$ cat src/rtl/apb_master_mp_if.sv
// Command/response handshake and APB3 completer-side signals of apb_master_mp.
// prdata is flattened: slave i drives [i*DATA_W +: DATA_W].
interface apb_master_mp_if #(
  parameter int ADDR_W     = 8,
  parameter int DATA_W     = 32,
  parameter int NUM_SLAVES = 4
);
  logic                         cmd_valid;
  logic                         cmd_ready;
  logic                         cmd_wr;
  logic [ADDR_W-1:0]            cmd_addr;
  logic [DATA_W-1:0]            cmd_wdata;
  logic [DATA_W/8-1:0]          cmd_strb;

  logic                         rsp_valid;
  logic [DATA_W-1:0]            rsp_rdata;
  logic                         rsp_err;
  logic                         rsp_timeout;

  logic [NUM_SLAVES-1:0]        psel;
  logic                         penable;
  logic                         pwrite;
  logic [ADDR_W-1:0]            paddr;
  logic [DATA_W-1:0]            pwdata;
  logic [DATA_W/8-1:0]          pstrb;
  logic [NUM_SLAVES-1:0]        pready;
  logic [NUM_SLAVES*DATA_W-1:0] prdata;
  logic [NUM_SLAVES-1:0]        pslverr;

  modport master (
    input  cmd_valid, cmd_wr, cmd_addr, cmd_wdata, cmd_strb,
    input  pready, prdata, pslverr,
    output cmd_ready, rsp_valid, rsp_rdata, rsp_err, rsp_timeout,
    output psel, penable, pwrite, paddr, pwdata, pstrb
  );

  modport slave (
    output cmd_valid, cmd_wr, cmd_addr, cmd_wdata, cmd_strb,
    output pready, prdata, pslverr,
    input  cmd_ready, rsp_valid, rsp_rdata, rsp_err, rsp_timeout,
    input  psel, penable, pwrite, paddr, pwdata, pstrb
  );
endinterface

$ cat src/rtl/apb_master_mp.sv
// APB3 requester: one accepted command -> SETUP + ACCESS on one of NUM_SLAVES completers; response pulse
// 2 cycles after accept with no wait states. cmd_ready is high only in IDLE, so commands are never queued.
module apb_master_mp #(
  parameter int ADDR_W     = 8,
  parameter int DATA_W     = 32,
  parameter int NUM_SLAVES = 4,
  parameter int TIMEOUT    = 16
) (
  input logic             clk,
  input logic             rst,
  apb_master_mp_if.master bus
);
  localparam int SEL_W  = $clog2(NUM_SLAVES);
  localparam int SEL_W1 = SEL_W + 1;
  localparam int STRB_W = DATA_W / 8;
  localparam int CNT_W  = (TIMEOUT > 1) ? $clog2(TIMEOUT) : 1;
  localparam logic [SEL_W:0]   NS_LIM   = SEL_W1'(NUM_SLAVES);
  localparam logic [CNT_W-1:0] CNT_LAST = CNT_W'((TIMEOUT > 0) ? TIMEOUT - 1 : 0);

  typedef enum logic [1:0] {IDLE, SETUP, ACCESS, DERR} state_t;

  state_t                state_q, state_nxt;
  logic [SEL_W-1:0]      sel_q, sel_nxt;
  logic [CNT_W-1:0]      cnt_q, cnt_nxt;
  logic [NUM_SLAVES-1:0] psel_q, psel_nxt;
  logic                  penable_q, penable_nxt;
  logic                  pwrite_q, pwrite_nxt;
  logic [ADDR_W-1:0]     paddr_q, paddr_nxt;
  logic [DATA_W-1:0]     pwdata_q, pwdata_nxt;
  logic [STRB_W-1:0]     pstrb_q, pstrb_nxt;
  logic                  rsp_valid_q, rsp_valid_nxt;
  logic [DATA_W-1:0]     rsp_rdata_q, rsp_rdata_nxt;
  logic                  rsp_err_q, rsp_err_nxt;
  logic                  rsp_timeout_q, rsp_timeout_nxt;

  logic [SEL_W-1:0]      cmd_idx;
  logic                  sel_rdy;
  logic                  sel_err;
  logic [DATA_W-1:0]     sel_rdata;

  assign cmd_idx   = bus.cmd_addr[ADDR_W-1 -: SEL_W];
  assign sel_rdy   = bus.pready[sel_q];
  assign sel_err   = bus.pslverr[sel_q];
  assign sel_rdata = bus.prdata[sel_q*DATA_W +: DATA_W];

  always_comb begin
    state_nxt       = state_q;
    sel_nxt         = sel_q;
    cnt_nxt         = cnt_q;
    psel_nxt        = psel_q;
    penable_nxt     = penable_q;
    pwrite_nxt      = pwrite_q;
    paddr_nxt       = paddr_q;
    pwdata_nxt      = pwdata_q;
    pstrb_nxt       = pstrb_q;
    rsp_valid_nxt   = 1'b0;
    rsp_rdata_nxt   = rsp_rdata_q;
    rsp_err_nxt     = rsp_err_q;
    rsp_timeout_nxt = rsp_timeout_q;

    case (state_q)
      IDLE: begin
        if (bus.cmd_valid) begin
          sel_nxt = cmd_idx;
          // Out-of-range selects never touch the bus; they answer from DERR.
          if ({1'b0, cmd_idx} < NS_LIM) begin
            state_nxt   = SETUP;
            psel_nxt    = NUM_SLAVES'(1) << cmd_idx;
            penable_nxt = 1'b0;
            paddr_nxt   = bus.cmd_addr;
            pwrite_nxt  = bus.cmd_wr;
            pwdata_nxt  = bus.cmd_wdata;
            pstrb_nxt   = bus.cmd_wr ? bus.cmd_strb : '0;
          end else begin
            state_nxt = DERR;
          end
        end
      end
      SETUP: begin
        state_nxt   = ACCESS;
        penable_nxt = 1'b1;
        cnt_nxt     = '0;
      end
      ACCESS: begin
        if (sel_rdy) begin
          state_nxt       = IDLE;
          psel_nxt        = '0;
          penable_nxt     = 1'b0;
          rsp_valid_nxt   = 1'b1;
          rsp_err_nxt     = sel_err;
          rsp_timeout_nxt = 1'b0;
          rsp_rdata_nxt   = (!pwrite_q && !sel_err) ? sel_rdata : '0;
        end else if ((TIMEOUT != 0) && (cnt_q == CNT_LAST)) begin
          state_nxt       = IDLE;
          psel_nxt        = '0;
          penable_nxt     = 1'b0;
          rsp_valid_nxt   = 1'b1;
          rsp_err_nxt     = 1'b1;
          rsp_timeout_nxt = 1'b1;
          rsp_rdata_nxt   = '0;
        end else begin
          cnt_nxt = cnt_q + CNT_W'(1);
        end
      end
      DERR: begin
        state_nxt       = IDLE;
        rsp_valid_nxt   = 1'b1;
        rsp_err_nxt     = 1'b1;
        rsp_timeout_nxt = 1'b0;
        rsp_rdata_nxt   = '0;
      end
      default: state_nxt = IDLE;
    endcase
  end

  always_ff @(posedge clk or negedge rst) begin
    if (!rst) begin
      state_q       <= IDLE;
      sel_q         <= '0;
      cnt_q         <= '0;
      psel_q        <= '0;
      penable_q     <= 1'b0;
      pwrite_q      <= 1'b0;
      paddr_q       <= '0;
      pwdata_q      <= '0;
      pstrb_q       <= '0;
      rsp_valid_q   <= 1'b0;
      rsp_rdata_q   <= '0;
      rsp_err_q     <= 1'b0;
      rsp_timeout_q <= 1'b0;
    end else begin
      state_q       <= state_nxt;
      sel_q         <= sel_nxt;
      cnt_q         <= cnt_nxt;
      psel_q        <= psel_nxt;
      penable_q     <= penable_nxt;
      pwrite_q      <= pwrite_nxt;
      paddr_q       <= paddr_nxt;
      pwdata_q      <= pwdata_nxt;
      pstrb_q       <= pstrb_nxt;
      rsp_valid_q   <= rsp_valid_nxt;
      rsp_rdata_q   <= rsp_rdata_nxt;
      rsp_err_q     <= rsp_err_nxt;
      rsp_timeout_q <= rsp_timeout_nxt;
    end
  end

  assign bus.cmd_ready   = (state_q == IDLE);
  assign bus.psel        = psel_q;
  assign bus.penable     = penable_q;
  assign bus.pwrite      = pwrite_q;
  assign bus.paddr       = paddr_q;
  assign bus.pwdata      = pwdata_q;
  assign bus.pstrb       = pstrb_q;
  assign bus.rsp_valid   = rsp_valid_q;
  assign bus.rsp_rdata   = rsp_rdata_q;
  assign bus.rsp_err     = rsp_err_q;
  assign bus.rsp_timeout = rsp_timeout_q;
endmodule

$ cat src/flat_wrapper.sv
// flat-port wrapper written by rule: the top's interface ports become plain ports
module apb_master_mp_flat 
#(
  parameter int ADDR_W     = 8,
  parameter int DATA_W     = 32,
  parameter int NUM_SLAVES = 4,
  parameter int TIMEOUT    = 16
)
  (clk, rst, bus_cmd_valid, bus_cmd_wr, bus_cmd_addr, bus_cmd_wdata, bus_cmd_strb, bus_pready, bus_prdata, bus_pslverr, bus_cmd_ready, bus_rsp_valid, bus_rsp_rdata, bus_rsp_err, bus_rsp_timeout, bus_psel, bus_penable, bus_pwrite, bus_paddr, bus_pwdata, bus_pstrb);
  apb_master_mp_if #(.ADDR_W(ADDR_W), .DATA_W(DATA_W), .NUM_SLAVES(NUM_SLAVES)) bus_i ();
  input logic clk;
  input logic rst;
  input wire logic [$bits(bus_i.cmd_valid)-1:0] bus_cmd_valid;
  input wire logic [$bits(bus_i.cmd_wr)-1:0] bus_cmd_wr;
  input wire logic [$bits(bus_i.cmd_addr)-1:0] bus_cmd_addr;
  input wire logic [$bits(bus_i.cmd_wdata)-1:0] bus_cmd_wdata;
  input wire logic [$bits(bus_i.cmd_strb)-1:0] bus_cmd_strb;
  input wire logic [$bits(bus_i.pready)-1:0] bus_pready;
  input wire logic [$bits(bus_i.prdata)-1:0] bus_prdata;
  input wire logic [$bits(bus_i.pslverr)-1:0] bus_pslverr;
  output wire logic [$bits(bus_i.cmd_ready)-1:0] bus_cmd_ready;
  output wire logic [$bits(bus_i.rsp_valid)-1:0] bus_rsp_valid;
  output wire logic [$bits(bus_i.rsp_rdata)-1:0] bus_rsp_rdata;
  output wire logic [$bits(bus_i.rsp_err)-1:0] bus_rsp_err;
  output wire logic [$bits(bus_i.rsp_timeout)-1:0] bus_rsp_timeout;
  output wire logic [$bits(bus_i.psel)-1:0] bus_psel;
  output wire logic [$bits(bus_i.penable)-1:0] bus_penable;
  output wire logic [$bits(bus_i.pwrite)-1:0] bus_pwrite;
  output wire logic [$bits(bus_i.paddr)-1:0] bus_paddr;
  output wire logic [$bits(bus_i.pwdata)-1:0] bus_pwdata;
  output wire logic [$bits(bus_i.pstrb)-1:0] bus_pstrb;
  assign bus_i.cmd_valid = bus_cmd_valid;
  assign bus_i.cmd_wr = bus_cmd_wr;
  assign bus_i.cmd_addr = bus_cmd_addr;
  assign bus_i.cmd_wdata = bus_cmd_wdata;
  assign bus_i.cmd_strb = bus_cmd_strb;
  assign bus_i.pready = bus_pready;
  assign bus_i.prdata = bus_prdata;
  assign bus_i.pslverr = bus_pslverr;
  assign bus_cmd_ready = bus_i.cmd_ready;
  assign bus_rsp_valid = bus_i.rsp_valid;
  assign bus_rsp_rdata = bus_i.rsp_rdata;
  assign bus_rsp_err = bus_i.rsp_err;
  assign bus_rsp_timeout = bus_i.rsp_timeout;
  assign bus_psel = bus_i.psel;
  assign bus_penable = bus_i.penable;
  assign bus_pwrite = bus_i.pwrite;
  assign bus_paddr = bus_i.paddr;
  assign bus_pwdata = bus_i.pwdata;
  assign bus_pstrb = bus_i.pstrb;
  apb_master_mp #(.ADDR_W(ADDR_W), .DATA_W(DATA_W), .NUM_SLAVES(NUM_SLAVES), .TIMEOUT(TIMEOUT)) u_core (.clk(clk), .rst(rst), .bus(bus_i));
endmodule
$ cat config.mk
export PLATFORM = sky130hd
export DESIGN_NAME = apb_master_mp_flat
export DESIGN_NICKNAME = d
export VERILOG_FILES = /design/src/rtl/apb_master_mp_if.sv /design/src/rtl/apb_master_mp.sv /design/src/flat_wrapper.sv
export SDC_FILE = /design/constraint.sdc
export NUM_CORES = 1
export LEC_CHECK = 0
export BUFFER_PORTS_ARGS = -buffer_cell sky130_fd_sc_hd__clkbuf_2
export CORE_MARGIN = 2
export CORE_UTILIZATION = 47
export CTS_BUF_LIST = sky130_fd_sc_hd__clkbuf_2
export CTS_CLUSTER_DIAMETER = 60
export DETAILED_ROUTE_END_ITERATION = 10
export PLACE_DENSITY_LB_ADDON = 0.2
export SYNTH_ARGS = -nofsm -noshare
export SYNTH_HDL_FRONTEND = slang
export SYNTH_SLANG_ARGS = --single-unit
export TNS_END_PERCENT = 5
$ cat constraint.sdc
create_clock -name clk -period 2.3 [get_ports clk]
set_input_delay 0 -clock clk [delete_from_list [all_inputs] [get_ports clk]]
set_output_delay 0 -clock clk [all_outputs]
set_load 0.05 [all_outputs]
==> results.cfg, run 1 <==
[floorplan]
rows = 38
die_h_um = 109.3
fp.dieW_um = 109.3
io_pins = 270
start_util = 0.4804

[placement]
place_ws_ps = 319.6
dp_hpwl_mm = 10.45
dpl.cell_count = 817
routabilityCongestion = 0.7909
portBuffers = 269

[logic_synthesis]
syn-cell-area_um2 = 5207
synth_cells = 440
syn_nets = 629
ys_warn_count = 0
ys_seq_area_frac = 0.4373
synthDistinctLibCells = 35
postSynthAreaPerCell_um2 = 11.84
yosys_register_bits = 91

[clock_network]
cts_sinks = 91
cts_setup_buffers = 0
hold_buffers = 167
cts_buffers = 9
root_buffer = clkbuf_2
cts_buffer_depth = 2
htreeDepth = 3
cts-resized-gates = 0

[run_status]
tool.error = [ERROR RSZ-0060] Max buffer count reached.
status = stopped before the end
lastStage = clock tree synthesis (4_1_cts)
[logic make-up after synthesis]
kind of cell | share of synthesized area
mux | 0.2400
buf+inv | 0.06031
simple gates | 0.1136
compound gates | 0.1367
flops | 0.4373
fa+ha+maj | 0.01201
[synth_stat cells]
master	number	area, um2
ha_1	5	62.56
nor4_1	1	6.260
a32o_1	2	20.02
nor3b_1	2	15.01
or2_2	1	6.260
clkbuf_1	28	105.1
o311ai_1	1	8.760
nor2b_1	2	12.51
o211a_1	1	10.01
buf_1	6	22.52
or3b_2	32	280.3
a311o_1	2	20.02
a22o_1	2	17.52
o31ai_1	37	277.8
and3_1	2	12.51
nand2b_1	6	37.54
inv_1	37	138.9
a2bb2oi_1	3	26.28
or3_1	1	6.260
o31a_1	32	280.3
mux2_2	43	484.2
o21ai_0	5	25.02
buf_2	5	25.02
buf_6	2	22.52
a21o_1	1	7.510
or2_1	1	6.260
dfrtp_1	91	2277
or4_1	1	7.510
mux4_2	34	765.7
nand3_1	2	10.01
nand2_1	45	168.9
nor2_1	2	7.510
nor3_1	3	15.01
a21bo_2	1	10.01
a211o_1	1	8.760
[stage by stage]
stage,area (um2),hold slack (ps)
after detailed placement,6656,-9.863
after global placement,6656,-11.48
after floorplan,5207,-295.6
==> inputs of run 2 (changes only) <==
- CORE_UTILIZATION: 47 -> 35
- CTS_BUF_LIST: sky130_fd_sc_hd__clkbuf_2 -> unset
- CTS_CLUSTER_DIAMETER: 60 -> unset
- PLACE_DENSITY_LB_ADDON: 0.2 -> 0.15
==> run 2 against run 1 <==
  * The flow now finishes without violations
  * Synthesized cell count is the same
  * Synthesized area is the same
==> results.cfg, run 2 <==
[timing]
fin_worst_skew_ps = 4.516
fin_crit_ps = 1945
slew_violations = 0
setup_viol_count_final = 0
slew_headroom = 0.5038
fin_setup_tns_ps = 0
grt_setup_unrepaired = false
whs_ps = 173.7
fin_crit_sh = 0.8457
max_freq_mhz = 514.1
hold_viol = 0
tightest_slew_ps = 744.3

[finish]
nFillCells = 1343
area_growth_pct = 44.57
final_cell_mix = clkbuf_2 (268), dfrtp_1 (90), dlygate4sd3_1 (51)
antenna_cells = 0
final_common_cell = clkbuf_2
seq_area_um2 = 2278
drive_gt1_frac = 0.5508
finalNetCount = 932
multi_input_area_um2 = 2623

[clock_network]
cts_sinks = 91
cts_tree = built
htreeDepth = 3
cts_buffers = 9
root_buffer = clkbuf_16
cts_buffer_depth = 2
path_clk_slew_ps = 70
clkLatencyLatePin_ps = 340

[logic_synthesis]
yosysTopAreaCellShare = 0.4373
synth_cells = 440
ys_seq_area_frac = 0.4373
ys_warn_count = 0
postSynthAreaPerCell_um2 = 11.84
synthTopCellsByCount = dfrtp_1 (91), nand2_1 (45), mux2_2 (43), inv_1 (37), o31ai_1 (37)
synth-edff-count = 0
synth_ff_type = dfrtp_1
async_reset_ff_frac = 1.000
syn_nets = 629
syn-cell-area_um2 = 5207
ys_top_cells_by_area = dfrtp_1 (44%), mux4_2 (15%), mux2_2 (9.3%)
synth_top_cell_by_area = dfrtp_1
synthDistinctLibCells = 35
yosys_register_bits = 91
synth_most_common_cell = dfrtp_1

[worst_setup_path]
slowest_delay_ps = 430
critPathCaptureType = register
cp_max_fo = 29
crit_chain = ha_1, and3_2, o311ai_1, mux2_2
critPathLaunchType = register
cp_slowest_cell = and3_2
worstPathRequired_ps = 2530
path_class = reg -> reg
arrival_ps = 2170

[grt]
grt_max_degree = 53
grt_overflow_total = 0
grt_pass1_vias = 4902
grt_pass1_wl_mm = 24.22
grt_usage = 0.1918
antenna_found_initial = 0

[route]
dr_total_vias = 4668
wire_per_inst_um = 16.05
drtIter0Drc = 188
viasPerCell = 5.009
drtPass1Iterations = 4
ant_nets = 0
drc = 0
totalWireLength_mm = 14.95

[power_and_ir_drop]
switching_power_mw = 4.867
powerDensity_nw_per_um2 = 1303
pwr-share-clk = 0.144
p_int_mw = 4.943
pwr-share-seq = 0.261
comb_power_share = 0.595
vdd_drop_max_mv = 0.5506
power.leakage_nw = 3.674
swShare = 0.4962

[job]
maxCapViolations = 0

[min_path]
hold_class = in -> reg

[placement]
routabilityCongestion = 0.7876
portBuffers = 269
dp_hpwl_mm = 10.74

[floorplan]
io_pins = 270
die_h_um = 126.0
start_util = 0.3583
coreArea_um2 = 14530
die_area_um2 = 15870
rows = 44
fp.dieW_um = 126.0

[run_status]
status = complete, no violations
[run 2: cell counts after synthesis]
Identical to the previous run, type by type.
[run 2: logic make-up (layout without fill, tap and decap cells)]
kind of cell	count (synthesis)	count (layout)	share of synthesized area
muxes	77	77	0.2400
AOI/OAI and AO/OA	88	88	0.1367
and+or+nand+nor	101	101	0.1136
buffers and inverters	78	386	0.06031
adders and majority gates	5	5	0.01201
DFF	91	91	0.4373
[run 2: final cells by class]
class / count / share of cell area
repair buffers: 333 / 0.2633
well taps: 184 / 0.03058
clock buffers: 10 / 0.03041
clock inverters: 6 / 0.006315
multi-input cells: 271 / 0.3483
flip-flops and latches: 91 / 0.3026
inverters: 37 / 0.01845
[run 2: power by group through the flow]
stage | clock network (mW) | logic, mW | registers (mW)
6_report | 1.42 | 5.84 | 2.56
5_1_grt | 1.52 | 6.22 | 2.65
4_1_cts | 1.46 | 5.91 | 2.56
3_5_place_dp | 0 | 5.84 | 2.59
3_3_place_gp | 0 | 5.77 | 2.56
2_1_floorplan | 0 | 2.46 | 4.57
[run 2: metrics by stage]
stage | util | cells | setup slack [ps] | total power, mW | area [um2]
3_3_place_gp | 0.4638 | 865 | 367.1 | 8.330 | 6741
3_5_place_dp | 0.4638 | 865 | 321.9 | 8.429 | 6741
2_1_floorplan | - | 440 | 84.57 | 7.031 | 5207
6_report | 0.5180 | 932 | 354.9 | 9.810 | 7528
5_1_grt | 0.5180 | 932 | 208.1 | 10.39 | 7528
4_1_cts | 0.5180 | 932 | 308.8 | 9.934 | 7528
[run 2: worst paths after layout]
kind | start | to | slack (ps) | cells past startpoint
setup / recovery | u_core.cnt_q[0] | u_core.bus.penable | 350 | 4
hold / removal | bus_prdata[17] | u_core.bus.rsp_rdata[17] | 170 | 4
setup reg to reg | u_core.cnt_q[0] | u_core.bus.penable | 350 | 4
hold reg to reg | u_core.bus.pstrb[1] | u_core.bus.pstrb[1] | 490 | 2
max in group asynchronous | rst | u_core.state_q[0] | 1380 | 3
min in group asynchronous | rst | u_core.bus.rsp_rdata[16] | 230 | 2
[run 2: worst max-delay path: cells and delay by family (launching register included)]
kind	cells	cell delay [ps]
AOI/OAI and AO/OA	1	350
adders and majority gates	1	260
DFF	1	420
muxes	1	370
and+or+nand+nor	1	430
[run 2: routing by layer]
metal	share of wire	routed length (um)	vias up	track usage
met4	0.031	469	0	0.08533
li1	-	-	2241	-
met2	0.54	8130	137	0.3555
met5	0	0	-	0
met1	0.38	5689	2263	0.2172
met3	0.044	665	27	0.02889
[run 2: timing repair]
| action | 4_1_cts | 5_1_grt |
|---|---|---|
| endpoints found under the hold margin | 95 | 0 |
| gates resized for setup | 0 | 0 |
| hold buffers | 51 | 0 |
| buffers inserted | 0 | 0 |
Note: power is estimated with default switching activity, not from simulation.
